File: config.mk
export PLATFORM = sky130hd
export DESIGN_NAME = pc_ras
export DESIGN_NICKNAME = d
export VERILOG_FILES = /design/src/rtl/pc_ras.sv
export SDC_FILE = /design/constraint.sdc
export NUM_CORES = 1
export LEC_CHECK = 0
export CAP_MARGIN = 20
export CORE_ASPECT_RATIO = 0.7
export CORE_MARGIN = 4
export CORE_UTILIZATION = 35
export DETAILED_ROUTE_END_ITERATION = 8
export PLACE_DENSITY = 0.66
export SLEW_MARGIN = 20
export SYNTH_ARGS = -nofsm -noshare
export SYNTH_HDL_FRONTEND = slang
export SYNTH_SLANG_ARGS = --single-unit
File: constraint.sdc
create_clock -name clk -period 5.9 [get_ports clk]
set_clock_uncertainty 0.05 [all_clocks]
set_input_delay 1.77 -clock clk [delete_from_list [all_inputs] [get_ports clk]]
set_output_delay 1.77 -clock clk [all_outputs]
set_load 0.02 [all_outputs]
File: src/rtl/pc_ras.sv
// Fetch-stage program counter with prioritised redirects and an internal
// return-address stack used to predict function returns.
module pc_ras #(
   parameter int               XLEN       = 32,
   parameter logic [XLEN-1:0]  START_ADDR = '0,
   parameter int               RAS_DEPTH  = 4,
   parameter bit               C_EXT      = 1'b1
) (
   input  logic            clk,
   input  logic            rst,
   input  logic            stall,
   input  logic            trap,
   input  logic [XLEN-1:0] trap_addr,
   input  logic            jump,
   input  logic [XLEN-1:0] jump_addr,
   input  logic            pred_taken,
   input  logic [XLEN-1:0] pred_addr,
   input  logic            is_call,
   input  logic            is_ret,
   input  logic            is_c,
   output logic [XLEN-1:0] pc,
   output logic            ras_empty,
   output logic            ras_full
);

   localparam int PW = $clog2(RAS_DEPTH);
   localparam int CW = PW + 1;
   localparam logic [CW-1:0]   DEPTH_CNT  = CW'(RAS_DEPTH);
   localparam logic [XLEN-1:0] ALIGN_MASK = C_EXT ? ~XLEN'(1) : ~XLEN'(3);

   logic [XLEN-1:0] ras_mem [RAS_DEPTH];
   logic [PW-1:0]   top;
   logic [CW-1:0]   count;

   logic [XLEN-1:0] step;
   logic [XLEN-1:0] link;
   logic [XLEN-1:0] ras_top;
   logic [XLEN-1:0] next_pc;
   logic            update;
   logic            push;
   logic            pop;
   logic            replace;

   assign ras_empty = (count == '0);
   assign ras_full  = (count == DEPTH_CNT);
   assign ras_top   = ras_mem[top];

   always_comb begin
      step    = (C_EXT && is_c) ? XLEN'(2) : XLEN'(4);
      link    = pc + step;
      update  = !trap && !jump && !stall;
      // A call+return on an empty stack degenerates into a plain push.
      push    = update && is_call && (!is_ret || ras_empty);
      pop     = update && is_ret && !is_call && !ras_empty;
      replace = update && is_call && is_ret && !ras_empty;

      next_pc = pc;
      if (trap)
         next_pc = trap_addr & ALIGN_MASK;
      else if (jump)
         next_pc = jump_addr & ALIGN_MASK;
      else if (stall)
         next_pc = pc;
      else if (is_ret && !ras_empty)
         next_pc = ras_top & ALIGN_MASK;
      else if (pred_taken)
         next_pc = pred_addr & ALIGN_MASK;
      else
         next_pc = link & ALIGN_MASK;
   end

   always_ff @(posedge clk or posedge rst) begin
      if (rst) begin
         pc    <= START_ADDR;
         top   <= '0;
         count <= '0;
      end else begin
         pc <= next_pc;
         if (trap) begin
            top   <= '0;
            count <= '0;
         end else if (push) begin
            // When full the pointer wraps onto the oldest entry; count saturates.
            top <= top + PW'(1);
            if (count != DEPTH_CNT)
               count <= count + CW'(1);
         end else if (pop) begin
            top   <= top - PW'(1);
            count <= count - CW'(1);
         end
      end
   end

   always_ff @(posedge clk) begin
      if (!rst) begin
         if (push)
            ras_mem[top + PW'(1)] <= link;
         else if (replace)
            ras_mem[top] <= link;
      end
   end

endmodule

==> reports/summary.txt <==
grt ovf: 0
Synth Cell Area: 8230 um^2
Fin Setup TNS: 0 ns
ANT cells: 0
Post-synth EDFFs: 124
cts bufs inserted: 17
total design power: 3.21 mW
nets: 925
routed wl met2: 12,200 um
total track usage: 21.3%
Gates resized, CTS repair: 0
Max VDD drop: 0.220 mV
Setup Fix Bufs, Post-CTS: 0
post-route insts no fill: 1,141
Util after Layout: 46.1%
share of cells above drive strength 1: 14.4%
Worst path slowest cell: or4_4
CORE AREA: 22,900 um^2
Yosys warnings: 0
Initial Util: 35.9%
CP Buf/Inv Count: 1
Syn Inst Count: 688
post-synthesis register bit count: 160
area leader, netlist: edfxtp_1
count of input and output buffers: 134
asr flop ratio synth: 22.5%
first-pass GRT wire length: 41,000 um
Finish-stage setup viols: 0
RSZ-0062 raised after global routing: false
Critical Path Sink Type: register
Max Fanout on Critical Path: 12
met3 routed WL: 3130 um
Worst EP required: 6.06 ns
leakage power: 3.57 nW
Inst Count DP: 1,109
top cells by count, synth: edfxtp_1 (124), nand2_1 (55), o21ai_0 (42)
syn_nets: 797
Die ar.: 26,100 um^2
Mapped Avg Cell Area: 12.0 um^2
top_reg_cell synth: edfxtp_1
post-cts hold buffer count: 0
largest net degree at the start of global routing: 58
Least-Margin Pin Slew: 0.903 ns
fin crit share: 74.4%
clk root buf: clkbuf_16
GP Congestion: 0.861
drt total wl: 27,500 um
post-synth top area share: 45.2%
largest cells by area after synthesis: edfxtp_1 (45%), dfrtp_1 (11%), mux4_2 (8.5%)
Worst path max stage delay: 0.68 ns
die height: 136 um
Slew HR: 39.8%
DP Worst Slack: 1.17 ns
Cell Rows: 46
post-route cell area: 10,600 um^2
layout filler cell count: 2,088
maximum clock rate: 228 MHz
worst-path cell chain: clkdlybuf4s50_1 > ha_1 > fa_1 > nand4_2 > or4_4 > or3_4 > xnor2_1
highest routed metal layer: met4
worst skew pair latency: 0.43 ns
initial antenna violation count: 0
Reg clk slew, reported paths: 0.07 ns
crit path DAT: 4.55 ns
most frequent cell after synthesis: edfxtp_1
Top delay family on crit path: simple AND/OR/NAND/NOR gates
DRT iter0 DRCs: 745
run status: finished, final reports clean
setup ws final: 1.51 ns
Setup CP Type: in2reg
vias in the first global route: 6,510
ANT nets after route: 0
total of max-cap violations: 0
Power Density: 304 nW/um^2
hold_ws: 0.570 ns
DRC viols: 0
Clock Path Buffers: 2
Num Clock Sinks: 160
sequential-to-total area share from yosys stat: 56.2%
depth of the CTS H-tree: 4
met1 wire length: 11,800 um
via count: 6,709
Hold Path Class: reg2reg
crit start category: primary input
Placed Instance Area: 9970 um^2
WL/cell: 24.1 um
final hold vios: 0
First-pass DRT Iterations: 5
post-DR vias/cell: 5.88
fin crit period: 4.39 ns
TritonCTS clock tree: built
dpl hpwl: 19,100 um
synth-to-layout area growth: 28.3%
Die W: 191 um
Final Max Tran Viols: 0
num ports: 139
Netlist cell types: 72
==> power breakdown <==
group / switching, mW / total, mW / internal [mW]
sequential: 0.0987 / 1.39 / 1.29
combinational: 0.389 / 0.703 / 0.313
clock: 0.483 / 1.12 / 0.637
total: 0.971 / 3.21 / 2.24
==> placed cells by master (no fill, tap or decap), drive strengths merged, types with 17 or more instances in the layout <==
cell type      netlist  layout
clkdlybuf4s50        0     132
edfxtp             124     124
nand2               55      55
o21ai               42      42
nor2                40      40
a21oi               37      37
dfrtp               36      36
inv                 24      32
mux4                31      31
nand3               27      27
buf                 18      26
nor3                23      23
clkbuf              31      17
nor4                17      17
==> path summary, 6_finish.rpt <==
| check | from | to | slack (ns) | cells past startpoint |
|---|---|---|---|---|
| worst max-delay path | is_c | ras_mem[1][23] | 1.51 | 7 |
| worst min-delay path | pc[22] | pc[22] | 0.57 | 1 |
| worst max register to register | pc[1] | ras_mem[1][23] | 2.97 | 6 |
| worst min register to register | pc[22] | pc[22] | 0.57 | 1 |
| max in group asynchronous | rst | top[0] | 3.27 | 3 |
| min in group asynchronous | rst | pc[3] | 1.73 | 2 |
==> routing by layer <==
layer,global-route usage [%],up-vias
met1,30.7,3330
met5,0,-
met4,4.74,0
met2,31.8,411
li1,-,2936
met3,6.47,32
==> registers in the layout, indices dropped and copies added (netlist names) <==
| register | flops |
|---|---|
| ras_mem | 124 |
| count | 3 |
| pc | 31 |
| top | 2 |
==> layout make-up <==
type / instances / area [um^2] / share of cell area [%]
Inverter: 24 / 90.1 / 0.853
Clock inverter: 15 / 171 / 1.62
Multi-Input combinational cell: 455 / 3350 / 31.7
Sequential cell: 160 / 4630 / 43.8
Tap cell: 312 / 390 / 3.70
Clock buffer: 17 / 425 / 4.03
Timing Repair Buffer: 158 / 1510 / 14.3
==> logic make-up after synthesis <==
kind of cell	count (synthesis)	share of synthesized area, %
AO/OA/AOI/OAI	173	14.1
multiplexers	38	9.38
adder cells (fa/ha/maj)	4	0.790
flip-flops	160	56.2
buffers and inverters	73	3.54
AND/OR/NAND/NOR	217	13.7
XOR/XNOR	22	2.34
other	1	0.0455
Power figures use the tool's default switching activity.
